===== src/rtl/smul4_acc.sv =====
// Sequential 4x4 shift-add multiplier with remainder preload: p = q*b + r.
// One partial product per RUN cycle, four cycles total, registered outputs.
module smul4_acc (
    input  logic       clk,
    input  logic       rst,
    input  logic       start,
    input  logic [3:0] q,
    input  logic [3:0] b,
    input  logic [3:0] r,
    output logic [7:0] p,
    output logic       busy,
    output logic       done
);

    typedef enum logic [1:0] {
        IDLE = 2'd0,
        RUN  = 2'd1,
        DONE = 2'd2
    } state_t;

    state_t     state;
    logic [3:0] q_l;
    logic [3:0] b_l;
    logic [7:0] acc;
    logic [1:0] cnt;
    logic [7:0] addend;
    logic [7:0] acc_nxt;

    // acc starts at r, so the final sum can never exceed 240.
    always_comb begin
        addend  = 8'h00;
        if (q_l[cnt])
            addend = {4'b0000, b_l} << cnt;
        acc_nxt = acc + addend;
    end

    always_ff @(posedge clk) begin
        if (rst) begin
            state <= IDLE;
            p     <= 8'h00;
            busy  <= 1'b0;
            done  <= 1'b0;
            acc   <= 8'h00;
            cnt   <= 2'd0;
            q_l   <= 4'h0;
            b_l   <= 4'h0;
        end else begin
            unique case (state)
                IDLE: begin
                    done <= 1'b0;
                    if (start) begin
                        q_l   <= q;
                        b_l   <= b;
                        acc   <= {4'b0000, r};
                        cnt   <= 2'd0;
                        busy  <= 1'b1;
                        state <= RUN;
                    end
                end
                RUN: begin
                    acc <= acc_nxt;
                    cnt <= cnt + 2'd1;
                    if (cnt == 2'd3) begin
                        p     <= acc_nxt;
                        done  <= 1'b1;
                        state <= DONE;
                    end
                end
                DONE: begin
                    done  <= 1'b0;
                    busy  <= 1'b0;
                    state <= IDLE;
                end
                default: begin
                    busy  <= 1'b0;
                    done  <= 1'b0;
                    state <= IDLE;
                end
            endcase
        end
    end

endmodule


===== config.mk =====
export PLATFORM = sky130hd
export DESIGN_NAME = smul4_acc
export DESIGN_NICKNAME = d
export VERILOG_FILES = /design/src/rtl/smul4_acc.sv
export SDC_FILE = /design/constraint.sdc
export NUM_CORES = 1
export LEC_CHECK = 0
export BUFFER_PORTS_ARGS = -buffer_cell sky130_fd_sc_hd__buf_2
export CAP_MARGIN = 40
export CELL_PAD_IN_SITES_DETAIL_PLACEMENT = 1
export CELL_PAD_IN_SITES_GLOBAL_PLACEMENT = 1
export CORE_MARGIN = 1
export CORE_UTILIZATION = 41
export CTS_CLUSTER_SIZE = 28
export DETAILED_ROUTE_END_ITERATION = 7
export PLACE_DENSITY_LB_ADDON = 0.3
export SYNTH_ARGS = -nofsm -noshare
export SYNTH_HDL_FRONTEND = slang
export SYNTH_SLANG_ARGS = --single-unit

===== constraint.sdc =====
create_clock -name clk -period 2.5 [get_ports clk]
set_input_delay 0 -clock clk [delete_from_list [all_inputs] [get_ports clk]]
set_output_delay 0 -clock clk [all_outputs]
set_load 0.02 [all_outputs]

==> impl_metrics.toml, run 1 <==
[run_status]
status = "completed"

[global_route]
antenna_found_initial = 0
grt_max_degree = 38
grt_pass1_wl_um = 7780
grt_usage = 0.243
grt-ovfl-total = 0
first_global_vias = 1606

[route]
ant_nets = 0
detail_route.wl_per_cell_um = 16.7
drc_errors = 0
wirelength_um = 4730
vias = 1615
first_pass_iters = 4
drtIter0Drc = 58
vias_per_cell = 5.71

[clocking]
cts_tree = "done"
clock_latency_ps = 300
root_buffer = "clkbuf_8"
clk_pin_slew_ps = 70
cts.sinks = 30
numCtsBuffers = 5
cts_buffer_depth = 2
htree_levels = 2

[final_layout]
final_cell_mix = "31 x nand2_1, 28 x dfxtp_1, 24 x buf_2"
fillers = 484
multi_input_area_um2 = 988
nets = 258
stdcell_count = 283
antennaDiodeCount = 0
final_area_mm2 = 0.00199
seqCellArea_um2 = 603
drive_gt1_frac = 0.187
mostFrequentLayoutCell = "nand2_1"
syn2layout_area_growth_pct = 21.2

[placement]
dpl.cell_count = 266
post_dp_cell_area_mm2 = 0.00179
numPortBuffers = 24
dp_hpwl_um = 3290
gp_congestion = 0.850

[setup_path]
endpoint_kind = "register"
cp-start-kind = "register"
cp_slowest_cell = "o21ai_0"
worstPathCellList = "mux2_2 -> nand2_1 -> o21ai_0 -> and2_1 -> ha_1 -> nor2_1 -> o21ai_0 -> a21o_1 -> a31oi_1"
cp_slowest_stage_delay_ps = 470
cp.arrival_ps = 2550
cp.required_ps = 2640
path_max_fanout = 11
path_common_cell = "o21ai_0"
critPathKind = "reg -> reg"

[logic_synthesis]
ys_seq_elements = 30
syn_area_mm2 = 0.00164
avgSynthCellArea_um2 = 8.07
synth.net_count = 227
ys_seq_area_frac = 0.366
synth_cell_types = 43
synth_flop_cell = "dfxtp_1"
synthCells = 203
synth-edff-count = 0
yosys_warnings = 0
ys_async_sr_fraction = 0

[die]
core_area_mm2 = 0.00374
boundaryPins = 25
start_util = 0.438
die_area_mm2 = 0.00425
dieWidth_um = 65.2
die_height_um = 65.2
num_rows = 22

[job]
drv_cap = 0

[timing]
fin_skew_ps = 8.71
slew_headroom = 0.563
min_period_ps = 2400
min_period_over_period = 0.962
setup_violations = 0
maxSlewViolCount = 0
timing.fmax_mhz = 416
hold_ws_ps = 7.53
fin_tns_setup_ps = 0
worst_pin_slew_ps = 655
finalHoldViolations = 0

[pwr]
power_uw = 1080
leakage_uw = 0.000820
p_per_area_mw_per_mm2 = 543
vdd.ir_drop.worst_uv = 382

[min_path]
hp-class = "in -> reg"
[per-layer routing]
layer | vias to the layer above | wire length (um) | track usage | share of wire
met1 | 803 | 2090 | 0.298 | 0.44
met3 | 5 | 137 | 0.0573 | 0.029
met4 | 0 | 58 | 0.0815 | 0.012
met2 | 23 | 2440 | 0.415 | 0.52
met5 | - | 0 | 0 | 0
li1 | 784 | - | - | -
[final cells by class]
cell class,count,area share
Multi-Input combinational cell,158,0.497
Sequential cell,30,0.304
Timing Repair Buffer,35,0.113
Clock buffer,6,0.0416
Tap cell,48,0.0302
Inverter,4,0.00756
Clock inverter,2,0.00630
[sequential cells by signal, summed over array words and instances (netlist names)]
register  cells
done          1
b_l           4
state         2
acc           8
cnt           2
p             8
busy          1
q_l           4
[final timing paths]
path | from | endpoint | slack (ps) | depth (start not counted)
max | cnt[1] | acc[7] | 100 | 9
min | r[2] | acc[2] | 8 | 3
max reg2reg | cnt[1] | acc[7] | 100 | 9
min reg2reg | p[3] | p[3] | 450 | 2
[report_power, final]
group	switching (uW)	leakage (uW)	internal, uW	total, uW
registers	20.4	0.000246	498	518
clock network	200	0.0000472	221	421
logic	80.1	0.000527	58.6	139
total	301	0.000820	778	1080
[synth_stat cells (all sizes together), types with 2 or more instances]
library cell  count  area, um^2
inv               4        15.0
a211oi            8        70.1
a21o              3        22.5
nor2             23        86.3
or3               2        12.5
nand3b            9        67.6
and2              4        25.0
o21ai             5        25.0
nand3             6        30.0
a21oi            17        85.1
nand2b            4        25.0
clkbuf            7        26.3
ha                8         100
nor3              6        30.0
buf               4        18.8
nand2            31         116
or2               2        12.5
dfxtp            30         601
nor2b             4        25.0
o311ai            2        17.5
o211ai            2        15.0
o21a              2        15.0
o31ai             3        22.5
[per-stage QoR]
| stage | worst slack [ps] | util |
|---|---|---|
| after floorplan | 196 | - |
| after detailed placement | -18.7 | 0.478 |
| final | 95.0 | 0.531 |
| after global routing | -2.57 | 0.531 |
| after global placement | 53.0 | 0.478 |
| after CTS | 38.5 | 0.529 |
[logic make-up (layout without fill, tap and decap cells)]
logic type / after synthesis / after routing / share of synthesized area
simple gates: 94 / 94 / 0.279
compound gates: 51 / 51 / 0.213
flops: 30 / 30 / 0.366
buf+inv: 15 / 47 / 0.0366
fa+ha+maj: 9 / 9 / 0.0733
mux: 3 / 3 / 0.0267
xor+xnor: 1 / 1 / 0.00534
[critical path, delay by kind of cell (launching register included)]
family	cells	cell delay [ps]
and+or+nand+nor	3	300
adders and majority gates	1	310
DFF	1	460
AOI/OAI and AO/OA	4	810
muxes	1	380
[what timing repair did]
action,CTS,global route
endpoints found under the hold margin,9,0
cloned,0,0
resized for setup,3,1
setup buffers,0,0
pin swaps,0,1
hold buffers,9,0
setup endpoints to repair,2,2
No activity file was read; power rests on OpenSTA's default activity.
==> run 2, diff against run 1 <==
--- a/config.mk
+++ b/config.mk
@@ -10,10 +10,11 @@
 export CELL_PAD_IN_SITES_DETAIL_PLACEMENT = 1
 export CELL_PAD_IN_SITES_GLOBAL_PLACEMENT = 1
 export CORE_MARGIN = 1
-export CORE_UTILIZATION = 41
+export CORE_UTILIZATION = 44
 export CTS_CLUSTER_SIZE = 28
 export DETAILED_ROUTE_END_ITERATION = 7
 export PLACE_DENSITY_LB_ADDON = 0.3
+export SLEW_MARGIN = 10
 export SYNTH_ARGS = -nofsm -noshare
 export SYNTH_HDL_FRONTEND = slang
 export SYNTH_SLANG_ARGS = --single-unit
==> constraint.sdc (replaced) <==
create_clock -name clk -period 2.9 [get_ports clk]
set_input_delay 0 -clock clk [delete_from_list [all_inputs] [get_ports clk]]
set_output_delay 0 -clock clk [all_outputs]
set_load 0.02 [all_outputs]
==> run 2 against run 1 <==
Worst hold slack better by 5.4 ps; via count increased by 2.4%; critical path depth did not move; register-to-register slack better by 270 ps; non-clock buffer count is the same; count of clock-buffer cells in the layout unchanged; flip-flop and latch count unchanged; global-route usage is 2.2 points higher; setup slack improved by 270 ps; critical path type unchanged; largest cell class unchanged.
==> impl_metrics.toml, run 2 (synthesized netlist as in run 1, its figures left out) <==
[run_status]
status = "completed"

[setup_path]
cp_slowest_stage_delay_ps = 420
path_delay_family = "adder cells"
path_common_cell = "o31ai_1"
cp_slowest_cell = "fa_1"
endpoint_kind = "register"
critPathKind = "reg -> reg"
cp.required_ps = 3050
cp-start-kind = "register"
worstPathCellList = "buf_4 -> nor4bb_1 -> ha_1 -> inv_1 -> fa_1 -> nor2b_1 -> o31ai_1 -> a211oi_1 -> o31ai_1"
path_buf_inv = 2
r2r_slack_ps = 370
path_max_fanout = 15
cp.arrival_ps = 2680

[die]
start_util = 0.476
die_height_um = 63.0
die_area_mm2 = 0.00397
core_area_mm2 = 0.00344
boundaryPins = 25
dieWidth_um = 63.0
num_rows = 21

[pwr]
vdd.ir_drop.worst_uv = 354
p_per_area_mw_per_mm2 = 472
leakage_uw = 0.000824

[placement]
dpl_worst_slack_ps = 362
numPortBuffers = 24
post_dp_cell_area_mm2 = 0.00179
dp_hpwl_um = 3450
dpl.cell_count = 264
gp_congestion = 0.869

[global_route]
antenna_found_initial = 0
grt-ovfl-total = 0
met3_usage = 0.0730
grt_pass1_wl_um = 8020
met1_usage = 0.308
grt_max_degree = 38
first_global_vias = 1687
busiest_layer = "met2"
grt_usage = 0.265
grt_util_met2 = 0.449

[timing]
finalHoldViolations = 0
rsz0062_at_grt = "no"
timing.fmax_mhz = 395
maxSlewViolCount = 0
min_period_over_period = 0.873
setup_slack_ps = 369
setup_violations = 0
fin_tns_setup_ps = 0
fin_skew_ps = 7.91
min_period_ps = 2530
worst_pin_slew_ps = 652
slew_headroom = 0.565

[final_layout]
final_cell_mix = "31 x nand2_1, 30 x dfxtp_1, 24 x buf_2"
reg_top3 = "acc x8, p x8"
multi_input_area_um2 = 978
drive_gt1_frac = 0.170
fillers = 428
nets = 258
mostFrequentLayoutCell = "nand2_1"
final_core_util = 0.573
seqCellArea_um2 = 601
final_area_mm2 = 0.00197
stdcell_count = 281
syn2layout_area_growth_pct = 20.3
antennaDiodeCount = 0

[clocking]
root_buffer = "clkbuf_8"
cts_buffer_depth = 2
clock_latency_ps = 290
ctsHoldBuffers = 9
numCtsBuffers = 5
ctsResizeCount = 0
htree_levels = 2
clk_pin_slew_ps = 70
cts_tree = "done"
cts.sinks = 30
cts_setup_buffers = 0

[route]
ant_nets = 0
drtIter0Drc = 73
wirelength_um = 4810
detail_route.wl_per_cell_um = 17.1
drc_errors = 0
vias = 1653
vias_per_cell = 5.88
first_pass_iters = 4

[job]
drv_cap = 0

[min_path]
hp-class = "in -> reg"
-- run 2: cell counts in the layout (fill, tap and decap cells not counted) --
No cell type changed its count.
-- run 2: worst min-delay path, delay by kind of cell --
kind	cells	cell delay [ps]
AOI/OAI and AO/OA	1	50
buffers and inverters	1	80
and+or+nand+nor	1	120
-- run 2: cell type report --
class	count	area share
Inverter	4	0.00761
Sequential cell	30	0.305
Multi-Input combinational cell	158	0.496
Tap cell	46	0.0292
Clock inverter	2	0.00635
Timing Repair Buffer	35	0.114
Clock buffer	6	0.0419
-- run 2: path summary, 6_finish.rpt --
path | endpoint | cells after the start | start
max | p[6] | 9 | cnt[0]
min | acc[2] | 3 | r[2]
max reg2reg | p[6] | 9 | cnt[0]
min reg2reg | p[0] | 2 | p[0]
-- run 2: power breakdown --
| group | leakage, uW | total (uW) | internal [uW] | switching [uW] |
|---|---|---|---|---|
| Clock | 0.0000472 | 361 | 190 | 170 |
| Sequential | 0.000245 | 444 | 429 | 15.4 |
| Combinational | 0.000532 | 126 | 50.9 | 75.4 |
| Total | 0.000824 | 931 | 670 | 261 |
-- run 2: metal layers --
| layer | vias up | wire [um] |
|---|---|---|
| met2 | 45 | 2410 |
| met3 | 17 | 259 |
| met4 | 0 | 124 |
| met1 | 808 | 2020 |
| met5 | - | 0 |
| li1 | 783 | - |
-- run 2: per-stage QoR --
| step | total power (uW) | hold WS [ps] |
|---|---|---|
| after global placement | 555 | 239 |
| after detailed placement | 566 | 251 |
| after floorplan | 528 | 136 |
| final | 931 | 13.0 |
| after global routing | 967 | 47.2 |
| after CTS | 930 | 15.4 |
